===== config.mk =====
export PLATFORM = sky130hd
export DESIGN_NAME = mul16_seq
export DESIGN_NICKNAME = d
export VERILOG_FILES = /design/src/rtl/mul16_pkg.sv /design/src/rtl/adder_cla16.sv /design/src/rtl/mul16_seq.sv
export SDC_FILE = /design/constraint.sdc
export NUM_CORES = 1
export LEC_CHECK = 0
export CORE_ASPECT_RATIO = 1.1
export CORE_MARGIN = 3
export CORE_UTILIZATION = 53
export CTS_CLUSTER_SIZE = 25
export DETAILED_ROUTE_END_ITERATION = 7
export PLACE_DENSITY_LB_ADDON = 0.2
export SLEW_MARGIN = 25
export SYNTH_ARGS = -nofsm -noshare
export SYNTH_HDL_FRONTEND = slang
export SYNTH_SLANG_ARGS = --single-unit

===== constraint.sdc =====
create_clock -name clk -period 8.3 [get_ports clk]
set_input_delay 2.075 -clock clk [delete_from_list [all_inputs] [get_ports clk]]
set_output_delay 2.075 -clock clk [all_outputs]
set_load 0.005 [all_outputs]

===== src/rtl/mul16_pkg.sv =====
// rtl/mul16_pkg.sv - shared widths, iteration limit and controller states for mul16_seq
package mul16_pkg;

    localparam int WIDTH = 16;
    localparam int CNT_W = 5;

    localparam logic [CNT_W-1:0] LAST_ITER = CNT_W'(WIDTH - 1);

    typedef enum logic [1:0] {
        IDLE = 2'd0,
        RUN  = 2'd1,
        DONE = 2'd2
    } state_t;

endpackage


===== src/rtl/adder_cla16.sv =====
// rtl/adder_cla16.sv - combinational 16-bit carry-lookahead adder, four 4-bit lookahead groups
module adder_cla16 (
    input  logic [15:0] a,
    input  logic [15:0] b,
    input  logic        cin,
    output logic [15:0] sum,
    output logic        cout
);

    logic [15:0] g;
    logic [15:0] p;
    logic [15:0] c;
    logic [3:0]  grp_g;
    logic [3:0]  grp_p;
    logic [4:0]  grp_c;

    always_comb begin
        g     = a & b;
        p     = a ^ b;
        c     = '0;
        grp_g = '0;
        grp_p = '0;
        grp_c = '0;

        for (int j = 0; j < 4; j++) begin
            grp_p[j] = &p[4*j +: 4];
            grp_g[j] = g[4*j+3]
                     | (p[4*j+3] & g[4*j+2])
                     | (p[4*j+3] & p[4*j+2] & g[4*j+1])
                     | (p[4*j+3] & p[4*j+2] & p[4*j+1] & g[4*j]);
        end

        // Second lookahead level: group carries resolved without rippling through groups
        grp_c[0] = cin;
        grp_c[1] = grp_g[0] | (grp_p[0] & cin);
        grp_c[2] = grp_g[1] | (grp_p[1] & grp_g[0]) | (grp_p[1] & grp_p[0] & cin);
        grp_c[3] = grp_g[2] | (grp_p[2] & grp_g[1]) | (grp_p[2] & grp_p[1] & grp_g[0])
                 | (grp_p[2] & grp_p[1] & grp_p[0] & cin);
        grp_c[4] = grp_g[3] | (grp_p[3] & grp_g[2]) | (grp_p[3] & grp_p[2] & grp_g[1])
                 | (grp_p[3] & grp_p[2] & grp_p[1] & grp_g[0])
                 | (grp_p[3] & grp_p[2] & grp_p[1] & grp_p[0] & cin);

        for (int j = 0; j < 4; j++) begin
            c[4*j] = grp_c[j];
            for (int k = 1; k < 4; k++) begin
                c[4*j+k] = g[4*j+k-1] | (p[4*j+k-1] & c[4*j+k-1]);
            end
        end

        sum  = p ^ c;
        cout = grp_c[4];
    end

endmodule


===== src/rtl/mul16_seq.sv =====
// rtl/mul16_seq.sv - 16x16 unsigned shift-and-add multiplier, one add per clock (MUL16_ZERO_BYPASS_EN: zero-operand shortcut)
module mul16_seq
    import mul16_pkg::*;
(
    input  logic                 clk,
    input  logic                 rst,
    input  logic                 start,
    input  logic [WIDTH-1:0]     a,
    input  logic [WIDTH-1:0]     b,
    output logic                 busy,
    output logic                 done,
    output logic [2*WIDTH-1:0]   product
);

    state_t             state_q, state_d;
    logic [CNT_W-1:0]   cnt_q, cnt_d;
    logic [WIDTH-1:0]   m_q, m_d;
    logic [WIDTH-1:0]   p_hi_q, p_hi_d;
    logic [WIDTH-1:0]   p_lo_q, p_lo_d;

    logic [WIDTH-1:0]   add_sum;
    logic               add_cout;
    logic [WIDTH:0]     step_sum;

    adder_cla16 u_adder (
        .a    (p_hi_q),
        .b    (m_q),
        .cin  (1'b0),
        .sum  (add_sum),
        .cout (add_cout)
    );

    always_comb begin
        state_d  = state_q;
        cnt_d    = cnt_q;
        m_d      = m_q;
        p_hi_d   = p_hi_q;
        p_lo_d   = p_lo_q;
        step_sum = p_lo_q[0] ? {add_cout, add_sum} : {1'b0, p_hi_q};

        case (state_q)
            IDLE, DONE: begin
                if (start) begin
                    m_d     = a;
                    p_lo_d  = b;
                    p_hi_d  = '0;
                    cnt_d   = '0;
                    state_d = RUN;
`ifdef MUL16_ZERO_BYPASS_EN
                    if ((a == '0) || (b == '0)) begin
                        p_lo_d  = '0;
                        state_d = DONE;
                    end
`endif
                end else if (state_q == DONE) begin
                    state_d = IDLE;
                end
            end
            RUN: begin
                // Carry-out lands in the product MSB as the accumulator shifts right
                {p_hi_d, p_lo_d} = {step_sum, p_lo_q[WIDTH-1:1]};
                cnt_d            = cnt_q + 1'b1;
                if (cnt_q == LAST_ITER) begin
                    state_d = DONE;
                end
            end
            default: state_d = IDLE;
        endcase
    end

    always_ff @(posedge clk) begin
        if (rst) begin
            state_q <= IDLE;
            cnt_q   <= '0;
            m_q     <= '0;
            p_hi_q  <= '0;
            p_lo_q  <= '0;
        end else begin
            state_q <= state_d;
            cnt_q   <= cnt_d;
            m_q     <= m_d;
            p_hi_q  <= p_hi_d;
            p_lo_q  <= p_lo_d;
        end
    end

    assign busy    = (state_q == RUN);
    assign done    = (state_q == DONE);
    assign product = {p_hi_q, p_lo_q};

endmodule


# After elaboration in Yosys (flattened, before gate mapping)

Index checks and enable logic that the tools add are counted.
W data, S select, Z words.

Register bits after elaboration: 55
Input port bits: 35
Output and inout port bits: 34
Word-level logic and storage cells: 104

$add $sub $neg: 1
Eq/ne operators: 6
Muxes and demuxes: 11
Bitwise gates (word level): 72
Reductions and logical operators: 9

Operator list:

| kind                  | number |
|---|---|
| $pmux W16 S2          | 2 |
| $and A1 B1 Y1         | 40 |
| $mux W16              | 2 |
| $xor A16 B16 Y16      | 2 |
| $or A1 B1 Y1          | 29 |
| $mux W17              | 1 |
| $and A16 B16 Y16      | 1 |
| $reduce_and A4 Y1     | 3 |
| $pmux W5 S2           | 1 |
| $mux W2               | 3 |
| $reduce_and A2 Y1     | 3 |
| $add A5 B1 Y5 const B | 1 |
| $eq A5 B4 Y1 const B  | 1 |
| $mux W5               | 1 |
| $pmux W2 S2           | 1 |
| $ne A3 B3 Y1 const B  | 1 |
| $eq A2 B1 Y1 const B  | 1 |
| $eq A2 B2 Y1 const B  | 1 |
| $logic_not A2 Y1      | 1 |
| $ne A2 B1 Y1 const B  | 1 |
| $ne A2 B2 Y1 const B  | 1 |
| $reduce_bool A2 Y1    | 1 |
| $reduce_or A2 Y1      | 1 |

# Longest topological paths before layout

Word-level depth: 17
Gate-level depth with buffers: 12
Depth with buffers taken out: 12

# Hierarchy

A second synthesis with hierarchy kept.

Cells, all modules: 343
Area, all modules: 3031.7 µm²

By module, submodules not included:

| module      | times used | cells an instance | area each (µm²) | seq. area each (µm²) |
|---|---|---|---|---|
| mul16_seq   | 1          | 270               | 2341.0          | 1101.1 |
| adder_cla16 | 1          | 73                | 690.7           | 0.0 |

# Least setup slack after synthesis

No wires, ideal clock.

Path type: register to output
Start: reg state_q[1]
End: out busy
Data arrival time: 0.915 ns
Data required time: 6.225 ns
Setup slack: 5.310 ns
Stages on the path, launching flop included: 5
Buffers on the path: 2
Cell sequence: dfxtp_1 nand2b_2 inv_1 buf_4 buf_6

Word-level cells in the longest chain between the ends: 1

Ends and longest elaborated chain:

| what                   | RTL line        | text |
|---|---|---|
| from (decl)            | mul16_seq.sv:15 | `state_t state_q, state_d;` |
| from (signal assigned) | mul16_seq.sv:79 | `state_q <= state_d;` |
| $eq A2 B1 Y1           | mul16_seq.sv:87 | `assign busy = (state_q == RUN);` |
| to (decl)              | mul16_seq.sv:10 | `output logic busy,` |

No other way between the ends.

# Worst setup path in the final report

Start: reg state_q[0]
End: out busy

The elaborated chain is that of the path after synthesis.

==> flow_metrics.py <==
metrics = {
    "drt": {
        "via_per_inst": 5.54,
        "antenna_left": 0,
        "drt_wl_total_um": 6460,
        "drt_iter0_drc": 116,
        "wl_met3_um": 261,
        "wl_met1_um": 2820,
        "first_pass_iters": 4,
        "wl_per_cell_um": 14.2,
        "wl_met2_um": 3270,
        "drc": 0,
        "route.vias.total": 2513,
        "top_layer_used": "met4",
    },
    "worst_setup_path": {
        "cp_max_fo": 23,
        "crit_buf_inv": 2,
        "crit_arrival_ns": 2.36,
        "critPathTopFamily": "buffers and inverters",
        "cp.required_ns": 6.23,
        "crit_type": "flip-flop to primary output",
        "slowest_stage": "inv_1",
        "path_cells": "nand2b_2 > inv_1 > clkdlybuf4s50_1",
        "cp_slowest_stage_delay_ns": 0.64,
        "crit_path_end_kind": "primary output",
        "cp-start-kind": "flip-flop",
    },
    "yosys": {
        "async_flop_share_pct": 0,
        "synth_nets": 391,
        "synth-main-ff-cell": "dfxtp_1",
        "avgSynthCellArea_um2": 8.67,
        "synth.ff_latch_count": 55,
        "synth_cell_types": 33,
        "netlist_instances": 327,
        "ys_seq_area_share_pct": 38.8,
        "netlist_area_um2": 2840,
        "yosysWarnings": 0,
        "synth_edf_count": 0,
    },
    "global_route": {
        "grt_max_degree": 54,
        "grt_antenna_before_repair": 0,
        "grt_usage_pct": 22.6,
        "grt_pass1_vias": 2483,
        "overflow": 0,
        "grt_pass1_wl_um": 10900,
    },
    "pwr": {
        "p_leak_nw": 1.42,
        "power_uw": 565,
        "pwr_density_cell_nw_per_um2": 156,
        "peakVddDrop_mv": 0.107,
    },
    "placement": {
        "pre_cts_slack_ns": 4.27,
        "gp_congestion": 0.788,
        "dp_hpwl_um": 4310,
        "port-buffer-count": 68,
        "dp_cells": 446,
    },
    "sta": {
        "fmax_ghz": 0.226,
        "worst_slack_ns": 3.87,
        "max_slew.worst_pin.slew_ns": 0.963,
        "slew_headroom_pct": 35.8,
        "period_minus_slack_ns": 4.43,
        "post-route-period-util_pct": 53.4,
        "finalHoldViolCount": 0,
        "tns_ns": 0,
        "fin_skew_ns": 0.00701,
        "setup_viol": 0,
        "slew_viol_final": 0,
        "rsz0062_at_grt": "no",
    },
    "die": {
        "die_area_um2": 6260,
        "die_h_um": 82.7,
        "die_w_um": 75.7,
        "rows": 27,
        "ioPinCount": 69,
        "floorplan.initialDensity_pct": 55.6,
        "core_area_um2": 5100,
    },
    "cts": {
        "cts_tree": "yes",
        "root_buffer": "clkbuf_8",
        "cts_resized": 0,
        "cts_sinks": 55,
        "cts.path.max_buffers": 2,
        "clk_latency_ns": 0.31,
        "path_clk_slew_ns": 0.10,
        "cts-htree-levels": 2,
        "cts_hold_buf": 0,
        "postCtsSetupBuffers": 0,
        "numCtsBuffers": 5,
    },
    "flow_run": {
        "max_cap_violations": 0,
    },
    "finish": {
        "layoutNonFillerInstCount": 454,
        "fill_cells": 413,
        "antenna_cells": 0,
        "area_growth_syn_to_layout_pct": 27.8,
        "utilization_pct": 71.0,
        "finalNetCount": 445,
        "drive_above_1_share_pct": 3.93,
    },
    "hold_path": {
        "worstHoldPathType": "flip-flop to flip-flop",
    },
    "run_status": {
        "status": "finished, final reports clean",
    },
}
## stage by stage
step,instance area [um^2],hold WS (ns)
floorplan,2840,0.440
global placement,3500,0.447
detailed placement,3500,0.453
CTS,3620,0.467
global route,3620,0.484
finish,3620,0.465
## flip-flops by register name, summed over array words and instances, names as in the netlist
register / count
m_q: 16
p_hi_q: 16
p_lo_q: 16
cnt_q: 5
state_q: 2
## worst reg2reg max path, cell delays in order, from the launching register on
cell and delay, ns:
dfxtp_1 0.36, ha_1 0.38, a21oi_1 0.20, a31oi_1 0.11, a211oi_1 0.31, nand2_1 0.12, fa_1 0.41, fa_1 0.40
fa_1 0.39, xnor2_1 0.14, a211oi_1 0.26, a21oi_1 0.07, nor2_1 0.10
## metal layers
layer,global-route usage [%],vias to the layer above
li1,-,1236
met4,6.99,0
met3,4.48,11
met5,0,-
met2,39.3,76
met1,27.8,1190
## layout by cell type, fill, tap and decap left out
cell type / n
clkdlybuf4s50_1: 67
inv_6: 1
nand2_1: 52
buf_4: 1
a31o_1: 1
and4_1: 1
nand2b_1: 2
nor2b_2: 1
clkbuf_8: 6
dfxtp_1: 54
o311ai_2: 1
nand2b_2: 1
nand4_1: 3
a22oi_1: 16
nor2b_1: 2
nor2_1: 42
a211oi_1: 6
nand3_1: 5
mux2i_1: 13
nor2_4: 1
a311oi_1: 1
nand3b_1: 1
a21boi_0: 1
a21oi_1: 55
bufinv_16: 1
inv_1: 3
xnor2_1: 4
fa_1: 11
o211ai_1: 1
dfxtp_2: 1
o21a_1: 1
o21ai_0: 2
ha_1: 18
a31oi_1: 2
buf_2: 1
and3_1: 3
## cell usage after synthesis (4+ instances only)
library cell | count | share of area [%]
a211oi_1 | 6 | 1.6
a21oi_1 | 55 | 9.7
a22oi_1 | 16 | 4.2
buf_2 | 10 | 1.8
clkbuf_1 | 8 | 1.1
dfxtp_1 | 55 | 39
fa_1 | 11 | 7.8
ha_1 | 18 | 7.9
mux2i_1 | 13 | 4.6
nand2_1 | 52 | 6.9
nand3_1 | 5 | 0.88
nor2_1 | 42 | 5.6
xnor2_1 | 4 | 1.2
## area by class of cell
cell class	count	area [um^2]	area share (%)
well taps	72	90.1	2.49
repair buffers	69	683	18.9
multi-input cells	247	1620	44.6
flip-flops and latches	55	1100	30.4
clock buffers	6	82.6	2.28
clock inverters	2	38.8	1.07
inverters	3	11.3	0.311
## report_power, final
part / internal (mW) / total, mW / switching, mW / leakage (nW)
Sequential: 0.276 / 0.290 / 0.0142 / 0.449
Combinational: 0.0435 / 0.0852 / 0.0417 / 0.907
Clock: 0.0994 / 0.189 / 0.0900 / 0.0618
## path summary, 6_finish.rpt
check | slack, ns | endpoint | from | cells after the start
max | 3.87 | busy | state_q[0]$_SDFFE_PP0P_ | 3
min | 0.47 | m_q[0]$_SDFFE_PP0P_ | m_q[0]$_SDFFE_PP0P_ | 2
max reg2reg | 5.00 | p_hi_q[14]$_SDFFE_PP0P_ | p_hi_q[7]$_SDFFE_PP0P_ | 12
min reg2reg | 0.47 | m_q[0]$_SDFFE_PP0P_ | m_q[0]$_SDFFE_PP0P_ | 2
## cells by family (layout without fill, tap and decap cells)
family / after synthesis / after routing / synth area share (%)
adder cells (fa/ha/maj): 29 / 29 / 15.7
XOR/XNOR: 4 / 4 / 1.24
AND/OR/NAND/NOR: 114 / 114 / 17.0
AO/OA/AOI/OAI: 87 / 87 / 18.3
multiplexers: 13 / 13 / 4.59
buffers and inverters: 25 / 80 / 4.28
flip-flops: 55 / 55 / 38.8
(Power assumes the default switching activity.)
